### src/rtl/instr_pkg.sv
// Shared constants, field positions and FSM encoding for the instruction encoder.
// The optional load-use hazard logic is enabled with the LOAD_USE_STALL_EN macro.
package instr_pkg;

  localparam logic [7:0]  OP_RTYPE = 8'h00;
  localparam logic [7:0]  OP_LW    = 8'h23;
  localparam logic [7:0]  OP_SW    = 8'h2B;
  localparam logic [7:0]  OP_NOP   = 8'hFF;
  localparam logic [31:0] NOP_WORD = {OP_NOP, 24'h0};

  localparam int OP_MSB = 31;
  localparam int OP_LSB = 24;
  localparam int RS_MSB = 23;
  localparam int RS_LSB = 16;
  localparam int RT_MSB = 15;
  localparam int RT_LSB = 8;
  localparam int RD_MSB = 7;
  localparam int RD_LSB = 0;

  typedef enum logic [1:0] {
    ST_IDLE   = 2'd0,
    ST_ISSUE  = 2'd1,
    ST_BUBBLE = 2'd2
  } state_t;

  function automatic logic [31:0] packWord(input logic [7:0] op, input logic [7:0] rs,
                                           input logic [7:0] rt, input logic [7:0] rdImm);
    return {op, rs, rt, rdImm};
  endfunction

  // LW only reads its base register; rt is its destination, not a source.
  function automatic logic readsReg(input logic [31:0] word, input logic [7:0] reg_);
    logic [7:0] op;
    logic       hit;
    op  = word[OP_MSB:OP_LSB];
    hit = 1'b0;
    if (op == OP_RTYPE || op == OP_SW)
      hit = (word[RS_MSB:RS_LSB] == reg_) || (word[RT_MSB:RT_LSB] == reg_);
    else if (op == OP_LW)
      hit = (word[RS_MSB:RS_LSB] == reg_);
    return hit;
  endfunction

endpackage

### src/rtl/instr_fifo.sv
// Small synchronous FIFO holding packed instruction words; head is read combinationally.
// DEPTH must be a power of two so the pointers wrap for free.
module instr_fifo #(
  parameter int DEPTH = 4,
  parameter int WIDTH = 32
) (
  input  logic             i_clk,
  input  logic             i_reset,
  input  logic             i_push,
  input  logic [WIDTH-1:0] i_wdata,
  input  logic             i_pop,
  output logic [WIDTH-1:0] o_rdata,
  output logic             o_full,
  output logic             o_empty,
  output logic             o_almostEmpty
);

  localparam int AW = $clog2(DEPTH);

  logic [WIDTH-1:0] r_mem [DEPTH];
  logic [AW-1:0]    r_wrPtr;
  logic [AW-1:0]    r_rdPtr;
  logic [AW:0]      r_count;
  logic             w_doPush;
  logic             w_doPop;

  assign o_full        = (r_count == (AW+1)'(DEPTH));
  assign o_empty       = (r_count == '0);
  assign o_almostEmpty = (r_count == (AW+1)'(1));
  assign o_rdata       = r_mem[r_rdPtr];

  assign w_doPush = i_push && !o_full;
  assign w_doPop  = i_pop && !o_empty;

  always_ff @(posedge i_clk) begin
    if (w_doPush)
      r_mem[r_wrPtr] <= i_wdata;
  end

  always_ff @(posedge i_clk) begin
    if (i_reset) begin
      r_wrPtr <= '0;
      r_rdPtr <= '0;
      r_count <= '0;
    end else begin
      if (w_doPush)
        r_wrPtr <= r_wrPtr + AW'(1);
      if (w_doPop)
        r_rdPtr <= r_rdPtr + AW'(1);
      if (w_doPush && !w_doPop)
        r_count <= r_count + (AW+1)'(1);
      else if (w_doPop && !w_doPush)
        r_count <= r_count - (AW+1)'(1);
    end
  end

endmodule

### src/rtl/instr_encoder.sv
// Packs op/rs/rt/rd_imm into 32-bit words, queues them, and issues one per cycle.
// Define LOAD_USE_STALL_EN to insert a bubble after a load whose destination the head reads.
module instr_encoder
  import instr_pkg::*;
#(
  parameter int DEPTH = 4,
  parameter int CNT_W = 16
) (
  input  logic             Clk,
  input  logic             Reset,
  input  logic             in_valid,
  output logic             in_ready,
  input  logic [7:0]       in_op,
  input  logic [7:0]       in_rs,
  input  logic [7:0]       in_rt,
  input  logic [7:0]       in_rd_imm,
  input  logic             Stall,
  output logic [31:0]      Instruction,
  output logic             InstrValid,
  output logic             Empty,
  output logic             Full,
  output logic [CNT_W-1:0] IssueCount
);

  logic [31:0]      r_instr;
  logic             r_instrValid;
  logic [CNT_W-1:0] r_issueCount;
  state_t           r_state;

  logic [31:0]      w_wdata;
  logic [31:0]      w_head;
  logic             w_push;
  logic             w_issue;
  logic             w_hazard;
  logic             w_bubbleDue;
  logic             w_almostEmpty;
  logic             w_nextEmpty;

`ifdef LOAD_USE_STALL_EN
  logic [7:0]       r_lastDest;
  logic             r_lastWasLoad;

  assign w_hazard = r_lastWasLoad && !Empty && readsReg(w_head, r_lastDest);
`else
  assign w_hazard = 1'b0;
`endif

  assign in_ready    = !Full && !Reset;
  assign w_push      = in_valid && in_ready;
  assign w_wdata     = packWord(in_op, in_rs, in_rt, in_rd_imm);
  assign w_bubbleDue = w_hazard && (r_state != ST_BUBBLE);
  assign w_issue     = !Stall && !Empty && !w_bubbleDue;
  assign w_nextEmpty = !w_push && (Empty || (w_almostEmpty && w_issue));

  assign Instruction = r_instr;
  assign InstrValid  = r_instrValid;
  assign IssueCount  = r_issueCount;

  instr_fifo #(
    .DEPTH (DEPTH),
    .WIDTH (32)
  ) u_fifo (
    .i_clk         (Clk),
    .i_reset       (Reset),
    .i_push        (w_push),
    .i_wdata       (w_wdata),
    .i_pop         (w_issue),
    .o_rdata       (w_head),
    .o_full        (Full),
    .o_empty       (Empty),
    .o_almostEmpty (w_almostEmpty)
  );

  // A stalled BUBBLE stays in BUBBLE so the dependent head still waits out one free cycle.
  always_ff @(posedge Clk) begin
    if (Reset) begin
      r_instr      <= NOP_WORD;
      r_instrValid <= 1'b0;
      r_issueCount <= '0;
      r_state      <= ST_IDLE;
    end else begin
      if (w_issue) begin
        r_instr      <= w_head;
        r_instrValid <= 1'b1;
        r_issueCount <= r_issueCount + CNT_W'(1);
      end else begin
        r_instr      <= NOP_WORD;
        r_instrValid <= 1'b0;
      end

      if (w_bubbleDue && !Stall)
        r_state <= ST_BUBBLE;
      else if (r_state == ST_BUBBLE && Stall)
        r_state <= ST_BUBBLE;
      else if (w_nextEmpty)
        r_state <= ST_IDLE;
      else
        r_state <= ST_ISSUE;
    end
  end

`ifdef LOAD_USE_STALL_EN
  // Any unstalled cycle without an issue sends a bubble downstream, which retires the hazard.
  always_ff @(posedge Clk) begin
    if (Reset) begin
      r_lastDest    <= 8'h00;
      r_lastWasLoad <= 1'b0;
    end else if (w_issue) begin
      r_lastDest    <= w_head[RT_MSB:RT_LSB];
      r_lastWasLoad <= (w_head[OP_MSB:OP_LSB] == OP_LW);
    end else if (!Stall) begin
      r_lastWasLoad <= 1'b0;
    end
  end
`endif

endmodule

### config.mk
export PLATFORM = sky130hd
export DESIGN_NAME = instr_encoder
export DESIGN_NICKNAME = d
export VERILOG_FILES = /design/src/rtl/instr_pkg.sv /design/src/rtl/instr_fifo.sv /design/src/rtl/instr_encoder.sv
export SDC_FILE = /design/constraint.sdc
export NUM_CORES = 1
export LEC_CHECK = 0
export CORE_ASPECT_RATIO = 0.8
export CORE_MARGIN = 2
export CORE_UTILIZATION = 45
export DETAILED_ROUTE_END_ITERATION = 12
export GPL_TIMING_DRIVEN = 0
export PLACE_DENSITY = 0.67
export SLEW_MARGIN = 40
export SYNTH_ARGS = -nofsm -noshare
export SYNTH_HDL_FRONTEND = slang
export SYNTH_HIERARCHICAL = 1
export SYNTH_SLANG_ARGS = --single-unit
export TNS_END_PERCENT = 1
### constraint.sdc
create_clock -name Clk -period 7.3 [get_ports Clk]
set_input_delay 0.73 -clock Clk [delete_from_list [all_inputs] [get_ports Clk]]
set_output_delay 0.73 -clock Clk [all_outputs]
set_load 0.02 [all_outputs]
## Word-level counts from Yosys, hierarchy flattened

Memory sizes are Yosys's and may differ from the RTL's. A register that Yosys moved wholly into a read port is not among the register bits.
Index checks and enable logic that the tools add are counted.

| word-level totals | value |
|---|---|
| memories | 1 |
| bits in registers | 24 |
| output and inout port bits | 52 |
| memory bits (writable) | 128 |
| logic and storage cells | 34 |
| bits of input ports | 36 |

Memories:

| name | words | bits a word | rd ports | clocked after memory_dff | write ports | RTL line | source |
|---|---|---|---|---|---|---|---|
| u_fifo.r_mem | 4 | 32 | 1 | 1 | 1 | instr_fifo.sv:20 | `logic [WIDTH-1:0] r_mem [DEPTH];` |

| operators by class | value |
|---|---|
| muxes and demuxes | 5 |
| equal/unequal tests | 1 |
| add/subtract/negate cells | 5 |
| bitwise gates (word level) | 1 |
| reductions and logical operators | 16 |

Operators by type and width:

| cell | number |
|---|---|
| 16-bit by 1-bit adder with 16-bit output (second input constant) | 1 |
| 1-bit logical AND | 7 |
| 1-bit zero test | 6 |
| 3-bit two-way mux | 2 |
| 2-bit by 1-bit adder with 2-bit output (second input constant) | 2 |
| 3-bit by 1-bit adder with 3-bit output (second input constant) | 1 |
| 3-bit equality test (second input constant) | 1 |
| 3-bit zero test | 1 |
| 1-bit two-way mux | 3 |
| 3-bit by 1-bit subtractor with 3-bit output (second input constant) | 1 |
| 2-bit nonzero test | 1 |
| 2-bit OR reduction | 1 |
| 1-bit inverter | 1 |

## Logic depth before layout (Yosys ltp)

Gate-level depths: netlist (run 1).

| depth | value |
|---|---|
| depth after elaboration | 9 |
| mapped depth | 11 |
| gate-level depth less buffers | 11 |

## Hierarchy

Netlist (run 1), hierarchy kept.

By module, submodules not included:

| module | seq. area each (µm²) | instances | area each (µm²) | cells each |
|---|---|---|---|---|
| instr_fifo | 4023.9 | 1 | 5141.2 | 222 |
| instr_encoder | 980.9 | 1 | 1606.5 | 154 |

## Worst setup path before layout (run 1)

Ideal clock, no wire load.

| timing | value |
|---|---|
| path type | register to register |
| start point | register u_fifo.r_count[0] |
| end point | memory u_fifo.r_mem[0][0] (enable) |
| arrival time | 2525 ps |
| stages on the path, launching flop included | 8 |
| buffers on the path | 0 |
| clock period less this slack | 2917 ps |
| required time | 6908 ps |
| path slack | 4383 ps |
| cells stage by stage | dfxtp_1 -> inv_1 -> ha_1 -> and2_1 -> nor2_1 -> and2_1 -> a21boi_2 -> and2_1 |

| on the way | value |
|---|---|
| word-level cells in the longest chain between the ends | 7 |

RTL lines:

| item | RTL line | source |
|---|---|---|
| start, declared | instr_fifo.sv:23 | `logic [AW:0] r_count;` |
| start signal, assigned | instr_fifo.sv:51 | `r_count <= r_count + (AW+1)'(1);` |
| start signal, assigned | instr_fifo.sv:53 | `r_count <= r_count - (AW+1)'(1);` |
| 3-bit equality test | instr_fifo.sv:27 | `assign o_full = (r_count == (AW+1)'(DEPTH));` |
| named net Full | instr_encoder.sv:21 | `output logic Full,` |
| 1-bit zero test | instr_encoder.sv:48 | `assign in_ready = !Full && !Reset;` |
| 1-bit logical AND | instr_encoder.sv:48 |  |
| named net in_ready | instr_encoder.sv:12 | `output logic in_ready,` |
| 1-bit logical AND | instr_encoder.sv:49 | `assign w_push = in_valid && in_ready;` |
| named net w_push | instr_encoder.sv:32 | `logic w_push;` |
| 1-bit logical AND | instr_fifo.sv:32 | `assign w_doPush = i_push && !o_full;` |
| named net u_fifo.w_doPush | instr_fifo.sv:24 | `logic w_doPush;` |
| 1-bit two-way mux | instr_fifo.sv:36 | `if (w_doPush)` |
| 1-bit two-way mux (implied by the code) | instr_fifo.sv:37 | `r_mem[r_wrPtr] <= i_wdata;` |
| end, declared | instr_fifo.sv:20 |  |

The timed path passes the listed nets, and every way through them passes these cells.

## Final worst setup path (run 1)

| timing | value |
|---|---|
| start point | input port Reset |
| end point | output port in_ready |

| on the way | value |
|---|---|
| word-level cells in the longest chain between the ends | 2 |

RTL lines:

| item | RTL line | source |
|---|---|---|
| start, declared | instr_encoder.sv:10 | `input logic Reset,` |
| 1-bit zero test | instr_encoder.sv:48 |  |
| 1-bit logical AND | instr_encoder.sv:48 |  |
| end, declared | instr_encoder.sv:12 |  |

Every way passes these cells.

==> impl_results.html, run 1 <==
<table>
<tr><th>Metric</th><th>Value</th></tr>
<tr><th colspan="2">Timing</th></tr>
<tr><td>Setup repair after global routing missed its margin</td><td>no</td></tr>
<tr><td>Worst-Margin Slew</td><td>0.627 ns</td></tr>
<tr><td>Shortest period the worst path allows</td><td>3.13 ns</td></tr>
<tr><td>Worst relative slew slack</td><td>0.581</td></tr>
<tr><td>Max Freq</td><td>320 MHz</td></tr>
<tr><td>Post-route clock skew</td><td>0.0105 ns</td></tr>
<tr><td>Final hold violation count</td><td>0</td></tr>
<tr><td>Max Transition Viols Final</td><td>0</td></tr>
<tr><td>Summed negative setup slack over all endpoints</td><td>0 ns</td></tr>
<tr><td>Final period utilization</td><td>0.429</td></tr>
<tr><td>Final setup viols</td><td>0</td></tr>
<tr><th colspan="2">Power</th></tr>
<tr><td>P per Cell Area</td><td>313 mW/mm2</td></tr>
<tr><td>Largest voltage drop on the vdd net</td><td>0.215 mV</td></tr>
<tr><td>Leakage</td><td>2.79 nW</td></tr>
<tr><td>Tot Pwr</td><td>2.65 mW</td></tr>
<tr><th colspan="2">CTS</th></tr>
<tr><td>Clk buf depth</td><td>2</td></tr>
<tr><td>Clock-pin transition on the worst setup and hold timing paths</td><td>0.06 ns</td></tr>
<tr><td>Skew-Pair Late Insertion Delay</td><td>0.42 ns</td></tr>
<tr><td>H-tree levels</td><td>4</td></tr>
<tr><td>Number of buffers created by CTS</td><td>17</td></tr>
<tr><td>CTS sink cnt</td><td>186</td></tr>
<tr><td>Number of hold-repair buffers added at the cts stage</td><td>0</td></tr>
<tr><td>Clk root buf</td><td>sky130_fd_sc_hd__clkbuf_16</td></tr>
<tr><td>Setup Buffers After CTS</td><td>0</td></tr>
<tr><td>Resize count post-CTS</td><td>0</td></tr>
<tr><td>CTS tree</td><td>done</td></tr>
<tr><th colspan="2">Floorplanning</th></tr>
<tr><td>Width of the die</td><td>141 um</td></tr>
<tr><td>Initial cell density of the core</td><td>0.466</td></tr>
<tr><td>Std-Cell Core Area</td><td>0.0144 mm2</td></tr>
<tr><td>Num ports</td><td>88</td></tr>
<tr><td>Area of the die</td><td>0.0160 mm2</td></tr>
<tr><td>Y dimension of the die</td><td>113 um</td></tr>
<tr><td>Placement row count</td><td>39</td></tr>
<tr><th colspan="2">Setup path</th></tr>
<tr><td>End of the worst register-to-register path</td><td>Instruction[9]</td></tr>
<tr><td>Crit Path Category</td><td>input port to output pin</td></tr>
<tr><td>Delay-heaviest family, CP</td><td>buffers and inverters</td></tr>
<tr><td>Number of logic stages on the critical path including buffering</td><td>4</td></tr>
<tr><td>Worst Reg2Reg Path Length in Cells</td><td>8</td></tr>
<tr><td>Worst reg2reg startpoint</td><td>u_fifo/r_count[0]</td></tr>
<tr><td>Crit-path slowest cell</td><td>sky130_fd_sc_hd__clkdlybuf4s50_1</td></tr>
<tr><td>Peak per-stage delay on the critical path</td><td>0.61 ns</td></tr>
<tr><td>Critical path startpoint category</td><td>input port</td></tr>
<tr><td>Setup slack of the most critical reg-to-reg path</td><td>4.85 ns</td></tr>
<tr><td>Required time of the critical path</td><td>6.57 ns</td></tr>
<tr><td>CP endpoint kind</td><td>output pin</td></tr>
<tr><td>End point of the critical path</td><td>in_ready</td></tr>
<tr><td>Arrival time of data at the critical path endpoint</td><td>2.40 ns</td></tr>
<tr><td>Cell mode on critical path</td><td>sky130_fd_sc_hd__clkdlybuf4s50_1</td></tr>
<tr><td>Cell-by-cell trace of the critical path</td><td>clkdlybuf4s50_1, clkbuf_1, nor2_1, clkdlybuf4s50_1</td></tr>
<tr><td>Crit-path max FO</td><td>10</td></tr>
<tr><td>Worst setup path startpoint</td><td>Reset</td></tr>
<tr><td>Worst path buffer plus inverter count</td><td>3</td></tr>
<tr><th colspan="2">Final layout</th></tr>
<tr><td>Ant diodes</td><td>0</td></tr>
<tr><td>Post-layout nets</td><td>525</td></tr>
<tr><td>Post-layout utilization of the core</td><td>0.585</td></tr>
<tr><td>Growth of design area from synthesis to finish</td><td>25.6%</td></tr>
<tr><td>Sequential standard cell area</td><td>0.00500 mm2</td></tr>
<tr><td>Multi-input gate area</td><td>0.00162 mm2</td></tr>
<tr><td>Fraction of final layout cells with drive strength greater than 1</td><td>0.162</td></tr>
<tr><td>Filler Cells Inserted</td><td>1111</td></tr>
<tr><th colspan="2">Routing</th></tr>
<tr><td>Starting DRT DRC Count</td><td>309</td></tr>
<tr><td>Final routed wirelength across all metal layers</td><td>12.0 mm</td></tr>
<tr><td>DRC errors left</td><td>0</td></tr>
<tr><td>First-pass detailed-route iteration total</td><td>4</td></tr>
<tr><td>Average detailed-routed wire length per instance</td><td>17.7 um</td></tr>
<tr><td>DR vias</td><td>3486</td></tr>
<tr><td>Average vias per placed instance</td><td>5.15</td></tr>
<tr><td>Final antenna-violating net count</td><td>0</td></tr>
<tr><th colspan="2">Placed design</th></tr>
<tr><td>Routability cong.</td><td>0.749</td></tr>
<tr><td>HPWL Detailed</td><td>7.54 mm</td></tr>
<tr><td>IO Port Bufs</td><td>87</td></tr>
<tr><th colspan="2">Hold path</th></tr>
<tr><td>Class of the tightest hold or removal check</td><td>register to register</td></tr>
<tr><th colspan="2">Logic synthesis</th></tr>
<tr><td>Average footprint of a synthesized cell</td><td>18.0 um2</td></tr>
<tr><td>Synth Cell Area</td><td>0.00673 mm2</td></tr>
<tr><td>Synth Net Count</td><td>419</td></tr>
<tr><td>Total of warnings raised by yosys</td><td>6</td></tr>
<tr><td>Synthesized instance count</td><td>374</td></tr>
<tr><th colspan="2">Global routing</th></tr>
<tr><td>Number of antenna violations at the first check in global routing</td><td>1</td></tr>
<tr><td>Pin count of the biggest net entering global routing</td><td>33</td></tr>
<tr><td>First-pass GRT wire length</td><td>18.8 mm</td></tr>
<tr><td>Total grt overflow</td><td>0</td></tr>
<tr><td>Overall fraction of global-route tracks in use</td><td>0.160</td></tr>
<tr><td>Via count of the first global-routing pass</td><td>3503</td></tr>
<tr><th colspan="2">Flow run</th></tr>
<tr><td>Max-cap violation count</td><td>0</td></tr>
<tr><th colspan="2">Run status</th></tr>
<tr><td>Outcome</td><td>finished, final reports clean</td></tr>
</table>
==> power by group <==
group	internal (mW)	leakage, nW	switching (mW)
Sequential	1.22	1.63	0.0291
Clock	0.548	0.299	0.399
Combinational	0.226	0.861	0.228
Total	1.99	2.79	0.656
==> state kept, by name, summed over array words and instances (netlist names), named ones only <==
name and flops:
InstrValid 1, Instruction 32, u_fifo/r_wrPtr 2, IssueCount 16
u_fifo/r_mem 128, u_fifo/r_rdPtr 2, u_fifo/r_count 3
==> worst min path at each step <==
stage / start / end / slack (ns) / cells after the start
final: IssueCount[15] / IssueCount[15] / 0.48 / 2
after global routing: IssueCount[15] / IssueCount[15] / 0.49 / 2
after CTS: IssueCount[15] / IssueCount[15] / 0.48 / 2
after detailed placement: IssueCount[15] / IssueCount[15] / 0.48 / 2
after global placement: IssueCount[15] / IssueCount[15] / 0.47 / 2
after floorplan: u_fifo/r_count[2] / u_fifo/r_count[2] / 0.49 / 2
==> routing by layer <==
layer  up-vias  routed length, um  global-route usage  part of all wire
met2        89               5870               0.251              0.49
met3        10                608              0.0478             0.051
met1      1747               5430               0.219              0.45
met4         0                100              0.0480            0.0083
met5         -                  0                   0                 0
li1       1640                  -                   -                 -
==> placed cells by master, fill, tap and decap left out, types with 4 or more instances in the layout <==
master / count
sky130_fd_sc_hd__nand2_1: 8
sky130_fd_sc_hd__xnor2_1: 5
sky130_fd_sc_hd__mux4_2: 32
sky130_fd_sc_hd__and2_4: 4
sky130_fd_sc_hd__clkdlybuf4s50_1: 87
sky130_fd_sc_hd__o21ai_0: 7
sky130_fd_sc_hd__nor2_1: 15
sky130_fd_sc_hd__edfxtp_1: 128
sky130_fd_sc_hd__or3_1: 16
sky130_fd_sc_hd__clkbuf_1: 7
sky130_fd_sc_hd__inv_1: 8
sky130_fd_sc_hd__buf_6: 4
sky130_fd_sc_hd__dfxtp_1: 58
sky130_fd_sc_hd__nand3_1: 5
sky130_fd_sc_hd__xor2_1: 6
sky130_fd_sc_hd__clkbuf_16: 17
sky130_fd_sc_hd__and2_1: 26
sky130_fd_sc_hd__ha_1: 9
sky130_fd_sc_hd__a21oi_1: 11
==> area by class of cell <==
| cell class | instances | share of cell area |
|---|---|---|
| plain buffers | 13 | 0.00977 |
| clock buffers | 18 | 0.0508 |
| repair buffers | 87 | 0.103 |
| clock inverters | 14 | 0.0218 |
| multi-input cells | 166 | 0.191 |
| flip-flops and latches | 186 | 0.592 |
| well taps | 184 | 0.0272 |
| inverters | 9 | 0.00400 |
==> per-stage QoR <==
stage | area [um2] | cells | hold WS [ns] | worst slack (ns)
detailed placement | 7840 | 645 | 0.476 | 4.08
CTS | 8450 | 677 | 0.485 | 4.16
finish | 8450 | 677 | 0.484 | 4.17
global placement | 7830 | 645 | 0.466 | 3.27
floorplan | 6730 | 374 | 0.488 | 4.40
global route | 8450 | 677 | 0.492 | 4.03
==> tightest hold or removal path, delay by kind of cell, from the launching register on <==
kind               cells  cell delay (ns)
DFF                    1             0.32
AOI/OAI and AO/OA      2             0.13
(Power assumes the default switching activity.)
==> run 2, diff against run 1 <==
Clock period 7.3 ns to 3.15 ns, I/O delays scaled along.
==> results of run 2 <==
Same layout as run 1 (identical final DEF). Status: finished, final reports clean.
Among the figures that moved: setup slack after placement 4.08 ns -> 0.348 ns; setup slack after layout 4.17 ns -> 0.697 ns; start point of the critical path Reset -> u_fifo/r_count[0]; end point of the critical path in_ready -> Instruction[9]; register-to-register setup slack 4.85 ns -> 0.70 ns; total power 2.65 mW -> 6.13 mW; worst IR drop on VDD 0.215 mV -> 0.497 mV
==> edit (config.mk and constraints of run 2) <==
Build with the macro `LOAD_USE_STALL_EN` defined.
--- a/src/rtl/instr_encoder.sv
+++ b/src/rtl/instr_encoder.sv
@@ -2,2 +2,4 @@
 // Define LOAD_USE_STALL_EN to insert a bubble after a load whose destination the head reads.
+`define LOAD_USE_STALL_EN
+
 module instr_encoder
Function: changed (a bounded check fails within 4 cycles, from zero or initial values and one cycle with Reset high).
==> edit against run 2 <==
Hold slack better by 0.0089 ns; worst setup slack worse by 0.81 ns; via count up 22%; sequential share of layout area down 5.1 points; synthesized area up 12%; wire length up 27%; count of clock-buffer cells in the layout down 1; sequential power up 7.3%; the run now ends with negative setup slack left; synthesized cell count up 21%; clock skew up 0.010 ns; design area up 14%; power up 11%; sequential cell count up 11.
==> edit: results <==
[status]
status = finished, violations left
violations = negative setup slack

[worst_setup_path]
rrSetupSlack_ns = -0.12
crit_path_max_fanout = 5
max_stage_delay_ns = 0.55
crit_slowest_cell = mux4_2
critPathKind = reg2reg
rr_worst_depth = 14
crit_arrival_ns = 3.63
r2r-end = u_fifo/r_count[2]

[sta]
setup_viol_count_final = 4
clock_skew_ns = 0.0206
setup_ws_ns = -0.116
worst_pin_slew_ns = 0.553
fin_tns_setup_ns = -0.156

[global_route]
use_met2_pct = 29.7
antenna_found_initial = 0
met3_usage_pct = 5.40
grt_use_met1_pct = 23.8
track_usage_pct = 18.3
grt_first_pass_wirelength_um = 23900
grt_pass1_vias = 4413

[cts]
clkLatencyLatePin_ns = 0.45
cts_htree_levels = 4

[place]
dp_slack_ns = -0.393
placed_area_um2 = 8760
placed_cells = 762
gp_congestion = 0.785
dp_hpwl_um = 9740

[route]
drt_iter0_drc = 304
drt_wl_total_um = 15200
drt-pass1-iter-count = 4
vias_per_cell = 5.22

[layout]
fin_cells = 818
nets = 631
drive_gt1_share_pct = 22.1

[synth]
synth_commonest_cells = edfxtp_1 (128), dfxtp_1 (69), mux4_2 (32)
syn_inst = 453
synth_nets = 499
ys_types = 53

[pwr]
p_leak_nw = 3.25
power.density_nw_per_um2 = 704
p_int_w = 0.00493
ir_drop_mv = 0.465
p_seq_w = 0.00310
pg_comb_w = 0.00161

[worst_hold_path]
hp-class = reg2reg
-- edit: how the worst min path moves through the flow --
stage,from,to,slack [ns]
finish,IssueCount[15],IssueCount[15],0.49
global route,in_rd_imm[7],u_fifo/r_mem[1][7],0.49
CTS,IssueCount[15],IssueCount[15],0.50
detailed placement,IssueCount[15],IssueCount[15],0.49
global placement,IssueCount[15],IssueCount[15],0.47
floorplan,Stall,r_state[1],0.40
-- edit: timing repair --
item                       4_1_cts  5_1_grt
buffers inserted                23        0
gates resized for setup         20        9
pin swaps                       13        2
setup endpoints to repair       16       29
cloned                           1        0
-- edit: layer usage --
layer / vias up / share of wire [%]
met5: - / 0
met4: 0 / 1.8
met3: 14 / 4.6
met2: 111 / 49
met1: 2146 / 44
li1: 1996 / -
-- edit: kinds of logic (layout without fill, tap and decap cells) --
logic type / after synthesis / count (layout) / share of synthesized area [%]
multiplexers: 37 / 37 / 10.3
buffers and inverters: 28 / 173 / 2.15
adder cells (fa/ha/maj): 10 / 10 / 1.67
AO/OA/AOI/OAI: 45 / 45 / 4.28
AND/OR/NAND/NOR: 115 / 115 / 9.50
XOR/XNOR: 21 / 21 / 2.45
flip-flops: 197 / 197 / 69.6
-- edit: final cells by class --
type	instances	area (um2)	area share, %
buffer	18	174	1.80
clock buffer	17	425	4.41
clock inverter	15	145	1.50
inverter	10	37.5	0.389
multi-input combinational	228	2220	23.0
sequential	197	5230	54.1
tap	220	275	2.85
timing repair buffer	113	1150	11.9
-- edit: per-stage QoR --
stage	power, W	util (%)
2_1_floorplan	0.00410	-
5_1_grt	0.00710	58.7
4_1_cts	0.00683	58.5
3_3_place_gp	0.00455	52.9
6_report	0.00680	58.7
3_5_place_dp	0.00459	53.2
